## config.mk

```make
export PLATFORM = sky130hd
export DESIGN_NAME = alu
export DESIGN_NICKNAME = d
export VERILOG_FILES = /design/src/rtl/alu.sv
export SDC_FILE = /design/constraint.sdc
export NUM_CORES = 1
export LEC_CHECK = 0
export CORE_AREA = 2 2 62 64
export CTS_CLUSTER_SIZE = 14
export DETAILED_ROUTE_END_ITERATION = 16
export DIE_AREA = 0 0 64 66
export GPL_ROUTABILITY_DRIVEN = 0
export SLEW_MARGIN = 40
export SYNTH_ARGS = -nofsm -noshare
export SYNTH_HDL_FRONTEND = slang
export SYNTH_SLANG_ARGS = --single-unit
```

## constraint.sdc

```tcl
create_clock -name clk -period 1.1 [get_ports clk]
set_input_delay 0.11 -clock clk [delete_from_list [all_inputs] [get_ports clk]]
set_output_delay 0.11 -clock clk [all_outputs]
set_load 0.05 [all_outputs]
```

## src/rtl/alu.sv

```systemverilog
// 4-bit arithmetic/logic unit: sixteen operations selected by F, result registered into D.
// Only Cin[0] takes part in ADD, SUB, SHL and SHR; every other operation ignores Cin.
module alu (
   input  logic       clk,
   input  logic       rst_n,
   input  logic [3:0] A,
   input  logic [3:0] B,
   input  logic [3:0] Cin,
   input  logic [3:0] F,
   output logic [3:0] D
);

   logic       c;
   logic [3:0] c_ext;
   logic [3:0] result;
   logic       unused_cin;

   assign c          = Cin[0];
   assign c_ext      = {3'b000, Cin[0]};
   assign unused_cin = ^Cin[3:1];

   // Carry and borrow out of bit 3 are dropped by keeping every sum at 4 bits.
   always_comb begin
      result = 4'b0000;
      case (F)
         4'd0:  result = A + B + c_ext;
         4'd1:  result = A - B - c_ext;
         4'd2:  result = A + 4'd1;
         4'd3:  result = A - 4'd1;
         4'd4:  result = A & B;
         4'd5:  result = A | B;
         4'd6:  result = A ^ B;
         4'd7:  result = ~(A & B);
         4'd8:  result = ~(A | B);
         4'd9:  result = ~(A ^ B);
         4'd10: result = ~A;
         4'd11: result = {A[2:0], c};
         4'd12: result = {c, A[3:1]};
         4'd13: result = {A[2:0], A[3]};
         4'd14: result = {A[0], A[3:1]};
         4'd15: result = {3'b000, (A < B)};
         default: result = 4'b0000;
      endcase
   end

   always_ff @(posedge clk or negedge rst_n) begin
      if (!rst_n) D <= 4'b0000;
      else        D <= result;
   end

endmodule

```

# Word-level counts from Yosys, hierarchy flattened

Index checks and enable logic that the tools add are counted.

Add/sub/neg operators: 6
$mul: 0
Div/mod/pow operators: 0
Magnitude comparators: 1
Equality and inequality tests: 15
Shift operators: 0
Muxes and demuxes: 1
Bitwise gates (word level): 7
Reductions and logical operators: 1

Operators with widths:

| operator                                             | count |
|---|---|
| one-hot mux 4 bit (16 select lines)                  | 1 |
| equality test 4 bit (second input constant)          | 8 |
| equality test 4 x 3 -> 1 bit (second input constant) | 4 |
| NOT 4 bit                                            | 4 |
| equality test 4 x 2 -> 1 bit (second input constant) | 2 |
| adder 4 x 1 -> 4 bit                                 | 1 |
| adder 4 x 1 -> 4 bit (second input constant)         | 1 |
| adder 4 bit                                          | 1 |
| bitwise AND 4 bit                                    | 1 |
| equality test 4 x 1 -> 1 bit (second input constant) | 1 |
| logical NOT 4 bit                                    | 1 |
| less-than comparator 4 bit                           | 1 |
| OR 4 bit                                             | 1 |
| subtractor 4 x 1 -> 4 bit                            | 1 |
| subtractor 4 x 1 -> 4 bit (second input constant)    | 1 |
| subtractor 4 bit                                     | 1 |
| bitwise XOR 4 bit                                    | 1 |

Register bits after elaboration: 4
Bits in latches: 0
Memory bits (writable): 0
Memory bits (read-only): 0
Bits of input ports: 18
Output and inout bits: 4
Memories: 0

# Depth between registers and ports, before layout

Depth after elaboration: 3
Gate-level depth with buffers: 11
Depth with buffers taken out: 9

# Worst setup path after synthesis

No wires, ideal clock.

Path type: input port to flip-flop
From: in A[0]
To: reg D[0]
Library setup time: 0.137 ns
Data arrival time: 1.713 ns
Setup slack: -0.750 ns
Cell stages on the path: 9
Cells stage by stage: inv_1 > fa_1 > inv_1 > ha_1 > xnor2_1 > nand2_1 > a221o_1 > nand3_1 > o211ai_1

Longest elaborated chain between the ends: 3
Elaborated cells between the ends (all ways): 15

RTL lines:

| item                                              | RTL line | RTL |
|---|---|---|
| from (decl)                                       | 6        | `input logic [3:0] A,` |
| subtractor 4 bit (tied with other cells)          | 27       | `4'd1: result = A - B - c_ext;` |
| subtractor 4 x 1 -> 4 bit (tied with other cells) | 27       |  |
| one-hot mux 4 bit (16 select lines) (*)           | 25       | `case (F)` |
| net result[0]                                     | 15       | `logic [3:0] result;` |
| to (signal assigned)                              | 48       | `else D <= result;` |
| to (decl)                                         | 10       | `output logic [3:0] D` |

The timed path passes the listed nets; every way through them passes the cells marked *.

# Final worst setup path

From: in Cin[0]
To: reg D[3]

Longest elaborated chain between the ends: 2
Elaborated cells between the ends (all ways): 3

RTL lines:

| item                                                                     | RTL line | RTL |
|---|---|---|
| from (decl)                                                              | 8        | `input logic [3:0] Cin,` |
| subtractor 4 x 1 -> 4 bit / adder 4 x 1 -> 4 bit (equally long branches) | 27, 26   |  |
| one-hot mux 4 bit (16 select lines) (*)                                  | 25       |  |
| net result[3]                                                            | 15       |  |

Marks and branches as above.

==> results.yml <==
sta:
  report.final.hold_viol_count: 0
  fmax_ghz: 0.6052
  drv_slew: 0
  finalWorstSetupSlack_ps: -552.4
  fin_crit_sh_pct: 150.2
  finalSetupViolations: 4
  rsz0062_at_grt: "yes"
  final_period_minus_worst_setup_slack_ps: 1652
  max-slew-margin-rel_pct: 75.92
  worst_pin_slew_ps: 358.4
worst_hold_path:
  tightest_hold_check_type: "input port to asynchronous set/reset pin"
clocking:
  clk_sinks: 4
  clock-root-buffer: "sky130_fd_sc_hd__clkbuf_4"
  cts_tree: "yes"
  htree_levels: 1
  cts_buffer_depth: 2
  cts-buffers-inserted: 3
  cts.hold.buffers_added: 0
  clkSlewWorstSetupHoldPaths_ps: 40
power:
  worst_ir_drop_vdd_v: 0.0002028
  internal_power_uw: 758.1
  comb_power_share_pct: 71.6
  power_uw: 1280
  power_leakage_uw: 0.0008634
  swShare_pct: 40.79
  power_frac_seq_pct: 14.6
  switchingPower_uw: 522.3
  power-per-cell-area_nw_per_um2: 671.0
  share_of_total_power_in_the_clock_network_pct: 13.8
floorplan:
  boundaryPins: 22
  die-height_um: 66
  die_w_um: 64
  coreArea_um2: 3551
  die_area_um2: 4224
  floorplan.initialDensity_pct: 33.44
  fp-row-count: 22
routing:
  detail_route.vias_per_cell: 5.357
  final_antenna_net_count: 0
  starting_drc_count_in_detailed_routing: 80
  firstDrtPassIters: 5
  routed_wirelength_um: 3759
  vias: 1366
  detail_route.wl_per_cell_um: 14.74
  drcViolationCount: 0
synthesis:
  synth-seq-cells: 4
  synth_top_cells_by_count: "sky130_fd_sc_hd__ha_1 (17), sky130_fd_sc_hd__inv_1 (17), sky130_fd_sc_hd__a21oi_1 (9), sky130_fd_sc_hd__nand2_1 (9), sky130_fd_sc_hd__o21ai_0 (9)"
  synthArstFlopShare_pct: 100.0
  synth-edff-count: 0
  ys_dominant_reg_cell: "sky130_fd_sc_hd__dfrtp_1"
  synth_sequential_area_ratio_pct: 8.430
  synth.top_cells.by_area: "sky130_fd_sc_hd__ha_1 (18%), sky130_fd_sc_hd__dfrtp_1 (8.4%), sky130_fd_sc_hd__fa_1 (6.7%)"
  yosysTopAreaCell: "sky130_fd_sc_hd__ha_1"
  syn_area_per_cell_um2: 7.761
  mapped_nets: 192
  netlist-cell-type-count: 44
  synth_area_um2: 1187
  ys_warn_count: 0
  synth_top_cell_area_share_pct: 17.91
  postSynthCellCount: 153
global_routing:
  global_route.overflow_total: 0
  grt_max_degree: 26
  first_pass_grt_wire_length_um: 5865
  first_global_vias: 1323
  antenna_found_initial: 0
  grt_use_total_pct: 17.46
outcome:
  status: "finished, violations left"
  violated_checks: "negative setup slack"
cells_and_area:
  layout-drive-gt1-share_pct: 41.06
  final.fill_count: 315
  top_regs: "D: 4 flops"
  n_antenna_cell: 0
  final-instance-count-excl-fill: 255
  multi_input_logic_area_um2: 1077
  layout.area.seq_um2: 100.1
  area_delta_synth_final_pct: 60.70
  top_register: "D"
  largest_reg_flops: 4
  layout.core_utilization_pct: 53.74
  num-nets-final: 248
  finish.instance_area_um2: 1908
run:
  cap_viol_max_count: 0
critical_path:
  path_max_fanout: 2
  cp.buffers_inverters: 3
  start_kind: "input port"
  critical_path.top_delay_family: "adder cells"
  slowest_stage: "sky130_fd_sc_hd__fa_1"
  arrival_ps: 1750
  category_of_the_worst_setup_path_capture_point: "flop"
  path_class: "input port to flop"
  timing.critical_path.required_ps: 1200
  crit_chain: "buf_6 > inv_2 > fa_1 > buf_4 > ha_4 > o21ai_2 > nand2_1 > xnor2_1 > a221oi_2 > a2bb2oi_1"
  critical-path-max-stage-delay_ps: 500
placement:
  detailed_place_hpwl_um: 2698
  area_post_placement_um2: 1683
  dp_cell_count: 244
  place.port_buffers: 18
-- logic make-up after synthesis --
kind of cell | synth area share [%]
compound gates | 28.66
xor+xnor | 6.639
fa+ha+maj | 24.66
buf+inv | 11.59
flops | 8.430
mux | 2.634
simple gates | 17.39
-- final timing paths --
kind / startpoint / end / depth (start not counted)
setup / recovery: Cin[0] / D[3] / 10
hold / removal: rst_n / D[1] / 1
max in group asynchronous: rst_n / D[2] / 1
min in group clk: A[0] / D[0] / 5
-- routing by layer --
metal / routed length (um) / share of wire [%] / global-route usage [%]
met4: 92 / 2.4 / 5.163
met1: 1557 / 41 / 20.93
met2: 1894 / 50 / 32.68
met5: 0 / 0 / 0
met3: 214 / 5.7 / 1.704
-- area by class of cell --
class / instances / area share [%]
Clock buffer: 3 / 1.180
Multi-Input combinational cell: 120 / 56.46
Timing Repair Buffer: 63 / 30.36
Sequential cell: 4 / 5.246
Inverter: 17 / 3.607
Tap cell: 48 / 3.148
-- power by group through the flow --
| stage | clock [uW] | combinational, uW | sequential (uW) |
|---|---|---|---|
| 2_1_floorplan | 0 | 366 | 255 |
| 3_3_place_gp | 0 | 777 | 189 |
| 3_5_place_dp | 0 | 789 | 189 |
| 4_1_cts | 183 | 871 | 187 |
| 5_1_grt | 197 | 976 | 189 |
| 6_report | 177 | 917 | 187 |
-- timing repair --
item                                    in CTS  in global routing
endpoints found under the setup margin       4                  4
gates cloned                                 0                  0
buffers inserted                             7                  1
resized for setup                           46                 14
pin swaps                                   22                 21
-- placed cells by master, fill, tap and decap left out, types with 3 or more instances in the layout --
cell type	instances
sky130_fd_sc_hd__buf_4	42
sky130_fd_sc_hd__ha_1	11
sky130_fd_sc_hd__inv_1	9
sky130_fd_sc_hd__nand2_1	8
sky130_fd_sc_hd__a21oi_1	7
sky130_fd_sc_hd__inv_2	6
sky130_fd_sc_hd__nand2b_1	6
sky130_fd_sc_hd__o22ai_1	5
sky130_fd_sc_hd__o21ai_0	5
sky130_fd_sc_hd__o211ai_1	5
sky130_fd_sc_hd__ha_4	5
sky130_fd_sc_hd__buf_12	5
sky130_fd_sc_hd__dfrtp_1	4
sky130_fd_sc_hd__nor3_1	4
sky130_fd_sc_hd__o21ai_1	4
sky130_fd_sc_hd__nor2_1	4
sky130_fd_sc_hd__xnor2_1	4
sky130_fd_sc_hd__buf_6	4
sky130_fd_sc_hd__clkdlybuf4s50_1	4
sky130_fd_sc_hd__nand3_1	3
sky130_fd_sc_hd__fa_1	3
sky130_fd_sc_hd__clkbuf_4	3
sky130_fd_sc_hd__dlygate4sd2_1	3
-- through the flow --
stage	TNS [ps]	setup WS (ps)	hold WS, ps
after detailed placement	-4769	-1244	324.2
final	-2022	-552.4	78.80
after CTS	-1915	-530.6	76.08
after floorplan	-2322	-687.6	-185.6
after global placement	-4590	-1211	322.2
after global routing	-2235	-611.5	85.30
Note: power is estimated with default switching activity, not from simulation.
